[src/rtl/mycpu_ctrl_pkg.sv]
// Shared control definitions for the exception/flush controller: FSM encoding,
// exception vector default and CP0 Status/Cause field positions.
package mycpu_ctrl_pkg;

    typedef enum logic [1:0] {
        StIdle,
        StFlush,
        StRedirect
    } ctrl_state_e;

    localparam logic [31:0] EX_ENTRY_DEFAULT = 32'hbfc00380;

    localparam int unsigned STATUS_IE_BIT  = 0;
    localparam int unsigned STATUS_EXL_BIT = 1;
    localparam int unsigned IM_IP_HI       = 15;
    localparam int unsigned IM_IP_LO       = 8;

endpackage

[src/rtl/exc_int_detect.sv]
// Interrupt pending detection and the registered int_req handed to ID.
module exc_int_detect
    import mycpu_ctrl_pkg::*;
(
    input  logic        clk,
    input  logic        reset,
    input  logic [31:0] cp0_status,
    input  logic [31:0] cp0_cause,
    input  logic        idle,
    input  logic        ws_ex,
    input  logic        ws_eret,
    output logic        int_req
);

    logic int_pending;
    logic int_req_d;
    logic int_req_q;
    logic unused_bits;

    assign int_pending = (|(cp0_cause[IM_IP_HI:IM_IP_LO] & cp0_status[IM_IP_HI:IM_IP_LO]))
                         && cp0_status[STATUS_IE_BIT] && !cp0_status[STATUS_EXL_BIT];

    // Suppressed on the accepting edge and throughout any busy period.
    assign int_req_d = int_pending && idle && !ws_ex && !ws_eret;

    assign unused_bits = ^{cp0_status[31:16], cp0_status[7:2], cp0_cause[31:16], cp0_cause[7:0]};

    always_ff @(posedge clk or posedge reset) begin
        if (reset) begin
            int_req_q <= 1'b0;
        end else begin
            int_req_q <= int_req_d;
        end
    end

    assign int_req = int_req_q;

endmodule

[src/rtl/exc_flush_ctrl.sv]
// WB-stage exception/eret handler: flushes the pipeline for FLUSH_CYCLES cycles,
// then offers the captured target PC to pre-IF until it is accepted.
module exc_flush_ctrl
    import mycpu_ctrl_pkg::*;
#(
    parameter logic [31:0] EX_ENTRY     = EX_ENTRY_DEFAULT,
    parameter int unsigned FLUSH_CYCLES = 1
) (
    input  logic        clk,
    input  logic        reset,
    input  logic        ws_ex,
    input  logic        ws_eret,
    input  logic [31:0] cp0_epc,
    input  logic [31:0] cp0_status,
    input  logic [31:0] cp0_cause,
    output logic        flush,
    output logic        redirect_valid,
    output logic [31:0] redirect_pc,
    input  logic        redirect_ready,
    output logic        int_req,
    output logic        busy
);

    localparam logic [2:0] FLUSH_INIT = 3'(FLUSH_CYCLES);

    ctrl_state_e state_q, state_d;
    logic [2:0]  cnt_q, cnt_d;
    logic [31:0] target_q, target_d;

    always_comb begin
        state_d        = state_q;
        cnt_d          = cnt_q;
        target_d       = target_q;
        flush          = 1'b0;
        redirect_valid = 1'b0;
        case (state_q)
            StIdle: begin
                if (ws_ex || ws_eret) begin
                    state_d  = StFlush;
                    cnt_d    = FLUSH_INIT;
                    // Exception wins over a simultaneous eret.
                    target_d = ws_ex ? EX_ENTRY : cp0_epc;
                end
            end
            StFlush: begin
                flush = 1'b1;
                if (cnt_q <= 3'd1) begin
                    state_d = StRedirect;
                    cnt_d   = 3'd0;
                end else begin
                    cnt_d = cnt_q - 3'd1;
                end
            end
            StRedirect: begin
                redirect_valid = 1'b1;
                if (redirect_ready) begin
                    state_d = StIdle;
                end
            end
            default: state_d = StIdle;
        endcase
    end

    always_ff @(posedge clk or posedge reset) begin
        if (reset) begin
            state_q  <= StIdle;
            cnt_q    <= 3'd0;
            target_q <= 32'h0;
        end else begin
            state_q  <= state_d;
            cnt_q    <= cnt_d;
            target_q <= target_d;
        end
    end

    assign redirect_pc = target_q;
    assign busy        = (state_q != StIdle);

    exc_int_detect u_int_detect (
        .clk        (clk),
        .reset      (reset),
        .cp0_status (cp0_status),
        .cp0_cause  (cp0_cause),
        .idle       (state_q == StIdle),
        .ws_ex      (ws_ex),
        .ws_eret    (ws_eret),
        .int_req    (int_req)
    );

endmodule

[config.mk]
export PLATFORM = sky130hd
export DESIGN_NAME = exc_flush_ctrl
export DESIGN_NICKNAME = d
export VERILOG_FILES = /design/src/rtl/mycpu_ctrl_pkg.sv /design/src/rtl/exc_int_detect.sv /design/src/rtl/exc_flush_ctrl.sv
export SDC_FILE = /design/constraint.sdc
export NUM_CORES = 1
export LEC_CHECK = 0
export ABC_AREA = 1
export CORE_AREA = 8 8 83 78
export DETAILED_ROUTE_END_ITERATION = 16
export DIE_AREA = 0 0 91 86
export GPL_ROUTABILITY_DRIVEN = 0
export PLACE_DENSITY = 0.83
export SLEW_MARGIN = 10
export SYNTH_ARGS = -nofsm -noshare
export SYNTH_HDL_FRONTEND = slang
export SYNTH_HIERARCHICAL = 1
export SYNTH_SLANG_ARGS = --single-unit
[constraint.sdc]
create_clock -name clk -period 2.6 [get_ports clk]
set_input_delay 0.78 -clock clk [delete_from_list [all_inputs] [get_ports clk]]
set_output_delay 0.78 -clock clk [all_outputs]
set_load 0.01 [all_outputs]
==> reports/qor.csv <==
metric,value,unit
Layout fillers,472,
post-route insts no fill,361,
Sink Count,38,
drt wl/cell,12.8,µm
dominant synthesized flop cell,dfrtp_1,
CP Launch Type,flop,
async set-reset flop share out of synthesis,100,%
Setup Crit Path Kind,reg -> out,
DR top layer,met4,
largest area contributor in the netlist,dfrtp_1,
Final Hold Fails,0,
Leak Pwr,1.26,nW
Chip Height,86,µm
Port Buffers,90,
I/O Pins,137,
PD cells,993,nW/µm²
Yosys Warn Count,6,
CTS Hold Bufs,0,
Slew @ Worst Pin,629,ps
Placeable Area,5070,µm²
DRC,0,
worst skew pair latency,280,ps
worst relative slew slack,58.0,%
crit path max fanout,6,
dominant cells by area after synthesis,"dfrtp_1 56%, nand2_1 17%, o21ai_0 5.9%",
crit path DAT,1570,ps
outcome,"finished, final reports clean",
first-pass GRT wire length,7.56,mm
n_diodes,0,
Setup Buffers After CTS,0,
HP Start,redirect_pc[0]$_DFFE_PP0P_,
Total Routed Length,4.63,mm
Initial DRC Count,51,
Syn Nets,305,
met2 WL post-DR,2.15,mm
Netlist Area Pre-Place,1690,µm²
FF/Latch Area,951,µm²
Synth cell types,19,
post-synthesis register bit count,38,
post_cts resized,0,
Tot GR Track Use,11.9,%
met3 routed WL,507,µm
fmax,0.425,GHz
Critical Path End Type,primary output,
"CTS clk-pin slew, worst paths",70,ps
hpwl dp,3.56,mm
Reg-to-Reg Start,state_q[1]$_DFFE_PP0P_,
Clock Tree Buf Depth,2,
DIE AREA,7830,µm²
"Seq/Total Area, Yosys",56.1,%
CTS tree,yes,
layout cells sized above 1,5.44,%
clock root buffer,clkbuf_8,
Layout area overhead,64.6,%
hold path depth,2,
"EDFF count, synth",0,
fin. max-slew vios,0,
worst reg2reg endpoint,redirect_pc[10]$_DFFE_PP0P_,
min cycle time layout,2350,ps
syn_area_per_cell,8.39,µm²
Die Wd,91,µm
GRT overflow,0,
initial antenna violation count,0,
row count,25,
largest net degree at the start of global routing,38,
worst min path class,reg -> reg,
Synth Instances,202,
DRT met1 WL,1.94,mm
Initial Util,33.4,%
ANT nets after route,0,
CP required,1820,ps
vias post-DR,1580,
Setup TNS,0,ps
DRT Pass-1 Iters,4,
multi-input logic area,643,µm²
Hold EP,redirect_pc[0]$_DFFE_PP0P_,
via density per instance,4.38,
TritonCTS Buffers,5,
maximum vdd drop,0.471,mV
RSZ-0062 raised after global routing,false,
placed cells,353,
Max Clock Skew,2.89,ps
post-synth top area share,56.1,%
vias in the first global route,1568,
worst reg2reg setup slack,1380,ps
Worst R2R Path Depth,5,
H-tree depth,2,
final layout net count,396,
Tcrit/Tclk final,90.5,%
total of max-cap violations,0,
Final setup viols,0,
## where the power goes
| part | total, mW | switching (mW) | internal [mW] |
|---|---|---|---|
| Combinational | 1.33 | 0.629 | 0.697 |
| Clock | 0.463 | 0.195 | 0.268 |
| Sequential | 0.980 | 0.143 | 0.837 |
| Total | 2.77 | 0.967 | 1.80 |
## metrics by stage
step	hold WS [ps]	util, %	cell area [µm²]	worst slack [ps]	total power [mW]
global route	512	55.0	2790	121	3.01
finish	484	55.0	2790	247	2.77
CTS	490	55.0	2790	229	2.82
detailed placement	472	52.9	2680	224	2.34
global placement	465	52.9	2680	263	2.30
floorplan	498	-	1690	987	1.63
## per-layer routing
metal | global-route usage (%) | vias up
met3 | 6.37 | 4
met1 | 13.5 | 700
li1 | - | 815
met4 | 3.57 | 0
met5 | 0 | -
met2 | 18.8 | 61
## cells in the final DEF (no fill, tap or decap)
| cell | instances |
|---|---|
| xor2_1 | 1 |
| nand2_1 | 75 |
| ha_1 | 2 |
| buf_4 | 2 |
| nor2_2 | 1 |
| clkbuf_8 | 8 |
| nand4_1 | 2 |
| inv_1 | 12 |
| nand3b_1 | 1 |
| o21ai_1 | 13 |
| dfrtp_1 | 38 |
| a21oi_1 | 1 |
| nor3b_2 | 1 |
| o21ai_4 | 1 |
| nor2_1 | 19 |
| nor2_4 | 1 |
| clkdlybuf4s50_1 | 90 |
| o21ai_0 | 20 |
| buf_12 | 2 |
| nand3_1 | 4 |
## flip-flops by register name, summed over array words and instances (netlist names)
| signal | count |
|---|---|
| u_int_detect/int_req | 1 |
| cnt_q | 3 |
| redirect_pc | 32 |
| state_q | 2 |
## worst max path at each step
stage	startpoint	to	cells after the start
final	state_q[0]$_DFFE_PP0P_	flush	3
after detailed placement	ws_ex	redirect_pc[10]$_DFFE_PP0P_	4
after CTS	state_q[0]$_DFFE_PP0P_	flush	3
after floorplan	reset	cnt_q[0]$_DFFE_PP0P_	1
after global placement	ws_ex	redirect_pc[2]$_DFFE_PP0P_	4
after global routing	state_q[0]$_DFFE_PP0P_	flush	3
## synth_stat cells, drive strengths merged (2+ instances only)
| library cell | number |
|---|---|
| nor2 | 21 |
| nand3 | 4 |
| o21ai | 34 |
| buf | 5 |
| ha | 2 |
| inv | 12 |
| nand4 | 2 |
| nand2 | 75 |
| clkbuf | 5 |
| dfrtp | 38 |
## kinds of logic after synthesis
| family | count (synthesis) | share of synthesized area, % |
|---|---|---|
| and+or+nand+nor | 104 | 25.0 |
| DFF | 38 | 56.1 |
| AOI/OAI and AO/OA | 35 | 10.6 |
| buffers and inverters | 22 | 6.35 |
| adders and majority gates | 2 | 1.48 |
| xor gates and xnor gates | 1 | 0.517 |
## final cells by class
type	instances	share of cell area, %
flip-flops and latches	38	34.1
multi-input cells	142	23.1
inverters	12	1.62
clock buffers	8	3.95
well taps	67	3.01
repair buffers	94	34.3
## critical path, cell delays in order (launching register included)
cell             delay, ps
dfrtp_1                410
inv_1                   90
nor2_2                 210
clkdlybuf4s50_1        590
No activity file was read; power rests on OpenSTA's default activity.
